--- config.mk ---
export PLATFORM = sky130hd
export DESIGN_NAME = count_monitor
export DESIGN_NICKNAME = d
export VERILOG_FILES = /design/src/rtl/count_monitor.sv
export SDC_FILE = /design/constraint.sdc
export NUM_CORES = 1
export LEC_CHECK = 0
export ABC_CLOCK_PERIOD_IN_PS = 2400
export BUFFER_PORTS_ARGS = -buffer_cell sky130_fd_sc_hd__buf_2
export CORE_MARGIN = 2
export CORE_UTILIZATION = 47
export DETAILED_ROUTE_END_ITERATION = 7
export GPL_ROUTABILITY_DRIVEN = 0
export PLACE_DENSITY_LB_ADDON = 0.12
export SLEW_MARGIN = 5
export SYNTH_ARGS = -nofsm -noshare
export SYNTH_HDL_FRONTEND = slang
export SYNTH_SLANG_ARGS = --single-unit
--- constraint.sdc ---
create_clock -name CLK -period 2.4 [get_ports CLK]
set_input_delay 0.24 -clock CLK [delete_from_list [all_inputs] [get_ports CLK]]
set_output_delay 0.24 -clock CLK [all_outputs]
set_load 0.02 [all_outputs]
--- src/rtl/count_monitor.sv ---
// Receiving-end checker for a WIDTH-bit up/down counter: verifies each Count/UD step,
// pulses Mismatch/Wrap, tracks lock and tallies errors. Optional macro COUNT_MON_HOLD_OK_EN.
module count_monitor #(
  parameter int WIDTH  = 4,
  parameter int ERR_W  = 8,
  parameter int RESYNC = 2
) (
  input  logic             CLK,
  input  logic             Clear,
  input  logic             Valid,
  input  logic             UD,
  input  logic [WIDTH-1:0] Count,
  output logic [WIDTH-1:0] LastCount,
  output logic             Mismatch,
  output logic             Wrap,
  output logic             Locked,
  output logic [ERR_W-1:0] ErrCount,
  output logic [1:0]       State
);

  typedef enum logic [1:0] {
    SYNC  = 2'd0,
    TRACK = 2'd1,
    FAULT = 2'd2
  } state_e;

  localparam logic [WIDTH-1:0] CNT_ONE   = WIDTH'(1);
  localparam logic [WIDTH-1:0] CNT_MAX   = {WIDTH{1'b1}};
  localparam logic [ERR_W-1:0] ERR_MAX   = {ERR_W{1'b1}};
  localparam logic [3:0]       RESYNC_GR = 4'(RESYNC);

  state_e           state_q, state_d;
  logic [WIDTH-1:0] last_q, last_d;
  logic             mismatch_q, mismatch_d;
  logic             wrap_q, wrap_d;
  logic             locked_q, locked_d;
  logic [ERR_W-1:0] err_q, err_d;
  logic [3:0]       good_q, good_d;

  logic [WIDTH-1:0] exp_val;
  logic [3:0]       good_inc;
  logic             match;
  logic             is_wrap;
  logic             stall;

  assign exp_val  = UD ? (last_q + CNT_ONE) : (last_q - CNT_ONE);
  assign match    = (Count == exp_val);
  assign is_wrap  = UD ? (last_q == CNT_MAX) : (last_q == '0);
  assign good_inc = good_q + 4'd1;

`ifdef COUNT_MON_HOLD_OK_EN
  // A repeated value is a legal stall: nothing moves, nothing is counted.
  assign stall = (Count == last_q);
`else
  assign stall = 1'b0;
`endif

  always_comb begin
    // NOTE: every signal gets a default first so no path leaves it unassigned (no latches).
    state_d    = state_q;
    last_d     = last_q;
    mismatch_d = 1'b0;
    wrap_d     = 1'b0;
    locked_d   = locked_q;
    err_d      = err_q;
    good_d     = good_q;

    if (Valid) begin
      case (state_q)
        TRACK, FAULT: begin
          if (!stall) begin
            last_d = Count;
            if (match) begin
              wrap_d = is_wrap;
              if (state_q == FAULT) begin
                if (good_inc == RESYNC_GR) begin
                  state_d  = TRACK;
                  locked_d = 1'b1;
                  good_d   = '0;
                end else begin
                  good_d = good_inc;
                end
              end
            end else begin
              mismatch_d = 1'b1;
              if (err_q != ERR_MAX) err_d = err_q + ERR_W'(1);
              state_d  = FAULT;
              locked_d = 1'b0;
              good_d   = '0;
            end
          end
        end
        // SYNC and the unused encoding both anchor on the first valid sample.
        default: begin
          last_d   = Count;
          state_d  = TRACK;
          locked_d = 1'b1;
          good_d   = '0;
        end
      endcase
    end
  end

  always_ff @(posedge CLK) begin
    // NOTE: non-blocking assignments so every flop samples pre-edge values.
    if (Clear) begin
      state_q    <= SYNC;
      last_q     <= '0;
      mismatch_q <= 1'b0;
      wrap_q     <= 1'b0;
      locked_q   <= 1'b0;
      err_q      <= '0;
      good_q     <= '0;
    end else begin
      state_q    <= state_d;
      last_q     <= last_d;
      mismatch_q <= mismatch_d;
      wrap_q     <= wrap_d;
      locked_q   <= locked_d;
      err_q      <= err_d;
      good_q     <= good_d;
    end
  end

  assign LastCount = last_q;
  assign Mismatch  = mismatch_q;
  assign Wrap      = wrap_q;
  assign Locked    = locked_q;
  assign ErrCount  = err_q;
  assign State     = state_q;

endmodule

==> results.toml, run 1 <==
[final_layout]
final.fill_count = 221
fin_nets = 168
final_cell_mix = "buf_2 (24), dfxtp_1 (20), a21oi_1 (9), nand2_1 (9)"
n_antenna_cell = 0
final-seq-area_um2 = 400.4
multi_input_area_um2 = 683.2
layout_commonest_cell = "buf_2"
final_cell_area_um2 = 1355
areaGrowthSynthToFinish_pct = 19.40
drive_gt1_frac = 0.2500

[min_path]
hold_start = "Count[3]"
hp-class = "primary input to flip-flop"
hold_end = "LastCount[3]"
whs_path_depth = 3

[sta]
maxSlewViolCount = 0
timing.final.crit_period_ps = 2271
finalSetupViolations = 0
relSlewSlack = 0.7225
worstMarginPinSlew_ps = 416.2
finalHoldViolations = 0
fmax_mhz = 440.3
post-route-period-util = 0.9463
skew_ps = 7.651
rsz0062_at_grt = "no"

[route]
totalWireLength_um = 2373
first_iter_violations = 22
antenna_left = 0
via_count = 1025
routed_via_density = 5.694
wl_per_cell_um = 13.18
drc = 0
drt-pass1-iter-count = 4

[global_routing]
antenna_found_initial = 0
grt_first_pass_wirelength_um = 3995
busiest_layer = "met2"
gr-total-overflow = 0
use_met1 = 0.2487
grt_max_degree = 16
grtUsageMet3 = 0.04237
grt_pass1_vias = 916
met2_usage = 0.3271
grtUsageTotal = 0.1941

[clocking]
ctsHoldBuffers = 0
cts_tree = "built"
cts_max_path_buffers = 2
cts_setup_buffers = 0
cts_resized = 0
root_buffer = "clkbuf_4"
clock-sinks = 20
htreeDepth = 1
cts_made_buffers = 3
path_clk_slew_ps = 120
clk_latency_ps = 300

[critical_path]
crit_required_ps = 2640
reg2regPathDepth = 6
endpoint_kind = "flip-flop"
crit_chain = "fa_1 > xnor2_1 > nand3_1 > or4_4 > or3_1 > o221ai_1"
reg2reg_to = "good_q[3]"
cp.arrival_ps = 2510
slowest_stage = "or4_4"
reg2reg_slack_ps = 130
worst_setup_path_start_kind = "flip-flop"
r2r_start = "LastCount[0]"
crit_path_max_incr_delay_ps = 610
critPathKind = "flip-flop to flip-flop"
crit_path_max_fanout = 5

[placed_design]
placed_cell_area_um2 = 1303
dpl.hpwl_um = 1769
port-buffer-count = 24

[job]
drv_cap = 0

[yosys]
avgSynthCellArea_um2 = 9.152
synth_ff_type = "dfxtp_1"
synth_cell_types = 42
yosysWarnings = 0
ys_seq_elements = 20
seq_area_frac_synth = 0.3528
syn_area_um2 = 1135
synth_nets = 139
synth_cells = 124
synth_edf_count = 0
async_flop_share = 0

[outcome]
status = "finished, final reports clean"

[floorplanning]
dieHeight_um = 53.14
die_w_um = 53.14
io_pins = 25
die_area_um2 = 2824
std_cell_rows = 17
start_util = 0.5033
coreArea_um2 = 2255

[power_and_ir_drop]
power_w = 0.0008171
powerDensity_nw_per_um2 = 603.0
p_leak_nw = 0.5894
ir_worst_vdd_mv = 0.3769
[critical path: cells and delay by family (launching register included)]
kind | cells | cell delay, ps
xor+xnor | 1 | 110
simple gates | 3 | 1150
compound gates | 1 | 70
fa+ha+maj | 1 | 520
flops | 1 | 350
[flip-flops by register name (all words and copies together), names as in the netlist]
name,count
Wrap,1
Mismatch,1
State,2
ErrCount,8
LastCount,4
good_q,4
[worst max-delay path by stage]
stage                            to  cells after the start  slack [ps]    startpoint
final                     good_q[3]                      6         130  LastCount[0]
after global routing      good_q[3]                      6          10  LastCount[0]
after CTS                 good_q[3]                      6         110  LastCount[0]
after detailed placement  good_q[3]                      8         -20            UD
after global placement    good_q[3]                      8          60            UD
after floorplan           good_q[3]                      6          20  LastCount[0]
[routing by layer]
metal	vias up	wire length [µm]	part of all wire
met5	-	0	0
met4	0	24	0.010
met3	4	107	0.045
met2	24	1099	0.46
met1	482	1142	0.48
li1	515	-	-
[cells in the mapped netlist, types with 2 or more instances]
cell	n	share of area
dfxtp_1	20	0.35
a21oi_1	9	0.040
nand2_1	9	0.030
inv_1	7	0.023
nand3_1	7	0.031
nor2_1	7	0.023
ha_1	6	0.066
mux2i_1	6	0.053
o21ai_0	5	0.022
and3_1	3	0.017
nor3_1	3	0.013
o31ai_1	3	0.020
or3_1	3	0.017
or4_1	3	0.020
and4_1	2	0.015
buf_2	2	0.0088
clkbuf_1	2	0.0066
nand2b_1	2	0.011
xnor3_1	2	0.040
[where the power goes]
group | internal, W | leakage [nW] | switching, W
combinational | 0.0000777 | 0.399 | 0.000103
sequential | 0.000347 | 0.162 | 0.0000112
clock | 0.000169 | 0.0279 | 0.000110
[through the flow]
stage          hold WS (ps)  utilization  TNS, ps  worst slack, ps  std cells
2_1_floorplan         309.1            -        0            22.92        124
3_3_place_gp          468.4       0.5777        0            56.01        176
3_5_place_dp          477.9       0.5777   -15.38           -15.38        176
4_1_cts               194.0       0.6010        0            108.4        180
5_1_grt               212.8       0.6010        0            11.84        180
6_report              192.5       0.6010        0            128.9        180
[cell families (layout without fill, tap and decap cells)]
logic type | after synthesis | after routing | synth area share
xor gates and xnor gates | 4 | 4 | 0.05513
and+or+nand+nor | 46 | 46 | 0.2249
AOI/OAI and AO/OA | 29 | 29 | 0.1852
buffers and inverters | 12 | 40 | 0.04521
adders and majority gates | 7 | 7 | 0.08379
DFF | 20 | 20 | 0.3528
muxes | 6 | 6 | 0.05292
[area by class of cell]
class | count | share of cell area
inverter | 7 | 0.01939
sequential | 20 | 0.2955
timing repair buffer | 29 | 0.1163
multi-input combinational | 92 | 0.5042
clock inverter | 1 | 0.02216
tap | 28 | 0.02585
clock buffer | 3 | 0.01662
No activity file was read; power rests on OpenSTA's default activity.
==> run 2, diff against run 1 <==
--- a/config.mk
+++ b/config.mk
@@ -12,6 +12,7 @@
 export DETAILED_ROUTE_END_ITERATION = 7
 export GPL_ROUTABILITY_DRIVEN = 0
 export PLACE_DENSITY_LB_ADDON = 0.12
+export RECOVER_POWER = 100
 export SLEW_MARGIN = 5
 export SYNTH_ARGS = -nofsm -noshare
 export SYNTH_HDL_FRONTEND = slang
==> run 2 against run 1 <==
  * Worst setup slack lost 4.2 ps
  * Power shrank 1.6%
  * Critical path depth is the same
  * Cell area shrank 3.0%
  * Final cell count is the same
  * Die area is the same
  * Wire length grew 0.38%
==> results.toml, run 2 (synthesized netlist as in run 1, its figures left out) <==
[placed_design]
placed_cell_area_um2 = 1303
dp_cells = 176
port-buffer-count = 24
dpl.hpwl_um = 1769

[critical_path]
crit_required_ps = 2640
reg2regPathDepth = 6
reg2reg_to = "good_q[3]"
critPathKind = "flip-flop to flip-flop"
r2r_start = "LastCount[0]"
crit_path_max_fanout = 5
reg2reg_slack_ps = 120
cp.arrival_ps = 2510
cp-startpoint = "LastCount[0]"
worst_setup_path_start_kind = "flip-flop"
endpoint_kind = "flip-flop"

[route]
via_count = 1006
routed_via_density = 5.589
drt-pass1-iter-count = 4
totalWireLength_um = 2382
wl_per_cell_um = 13.23
antenna_left = 0
drc = 0
first_iter_violations = 14

[sta]
fmax_mhz = 439.5
skew_ps = 6.800
post-route-period-util = 0.9481
finalHoldViolations = 0
worstMarginPinSlew_ps = 408.9
maxSlewViolCount = 0
fin_hold_ws_ps = 193.3
rsz0062_at_grt = "no"
timing.final.crit_period_ps = 2275
relSlewSlack = 0.7274
finalSetupViolations = 0

[global_routing]
grt_pass1_vias = 916
grtUsageTotal = 0.1941
antenna_found_initial = 0
grt_first_pass_wirelength_um = 3995
gr-total-overflow = 0
grt_max_degree = 16

[floorplanning]
std_cell_rows = 17
die_area_um2 = 2824
io_pins = 25
die_w_um = 53.14
start_util = 0.5033
dieHeight_um = 53.14
coreArea_um2 = 2255

[final_layout]
largest_register_ff_count = 8
fin_cells = 180
fin_nets = 168
utilization = 0.5832
layout_commonest_cell = "clkbuf_1"
areaGrowthSynthToFinish_pct = 15.88
final.fill_count = 230
n_antenna_cell = 0
drive_gt1_frac = 0.1053
final_cell_mix = "clkbuf_1 (22), dfxtp_1 (20), a21oi_1 (9), nand2_1 (9)"
final_cell_area_um2 = 1315

[clocking]
cts_resized = 0
cts_setup_buffers = 0
cts_made_buffers = 3
path_clk_slew_ps = 120
htreeDepth = 1
root_buffer = "clkbuf_4"
cts_tree = "built"
ctsHoldBuffers = 0
clock-sinks = 20
cts_max_path_buffers = 2
clk_latency_ps = 300

[power_and_ir_drop]
power_w = 0.0008039
ir_worst_vdd_mv = 0.3763
p_leak_nw = 0.5012
powerDensity_nw_per_um2 = 611.4

[min_path]
hp-class = "primary input to flip-flop"
hold_start = "Count[3]"
hold_end = "LastCount[3]"
whs_path_depth = 3

[job]
drv_cap = 0

[outcome]
status = "finished, final reports clean"
run 2: layout make-up:
type / instances / area, µm² / area share
clock buffer: 3 / 22.52 / 0.01713
tap: 28 / 35.03 / 0.02664
sequential: 20 / 400.4 / 0.3045
clock inverter: 1 / 30.03 / 0.02284
multi-input combinational: 92 / 683.2 / 0.5195
inverter: 7 / 26.28 / 0.01998
timing repair buffer: 29 / 117.6 / 0.08944
run 2: worst max-delay path by stage:
stage | to | slack [ps] | depth (start not counted)
floorplan | good_q[3] | 20 | 6
global placement | good_q[3] | 60 | 8
detailed placement | good_q[3] | -20 | 8
CTS | good_q[3] | 110 | 6
global route | good_q[3] | 10 | 6
finish | good_q[3] | 120 | 6
run 2: report_power, final:
part / switching (W) / internal (W)
combinational: 0.000103 / 0.0000644
sequential: 0.0000117 / 0.000347
clock: 0.000110 / 0.000169
total: 0.000224 / 0.000580
run 2: routing by layer:
layer  up-vias  routed length, µm  track usage
met5         -                  0            0
met2        20               1092       0.3271
met4         0                 24      0.05128
met1       470               1172       0.2487
li1        512                  -            -
met3         4                 93      0.04237
run 2: critical path: stages, from the launching register on:
cell and delay (ps):
dfxtp_1 360, fa_1 520, xnor2_1 110, nand3_1 170, or4_4 610, or3_1 370
o221ai_1 70
run 2: metrics by stage:
stage,setup TNS (ps),setup WS (ps)
after global placement,0,56.01
after global routing,0,14.81
after CTS,0,108.4
after floorplan,0,22.92
final,0,124.7
after detailed placement,-15.38,-15.38
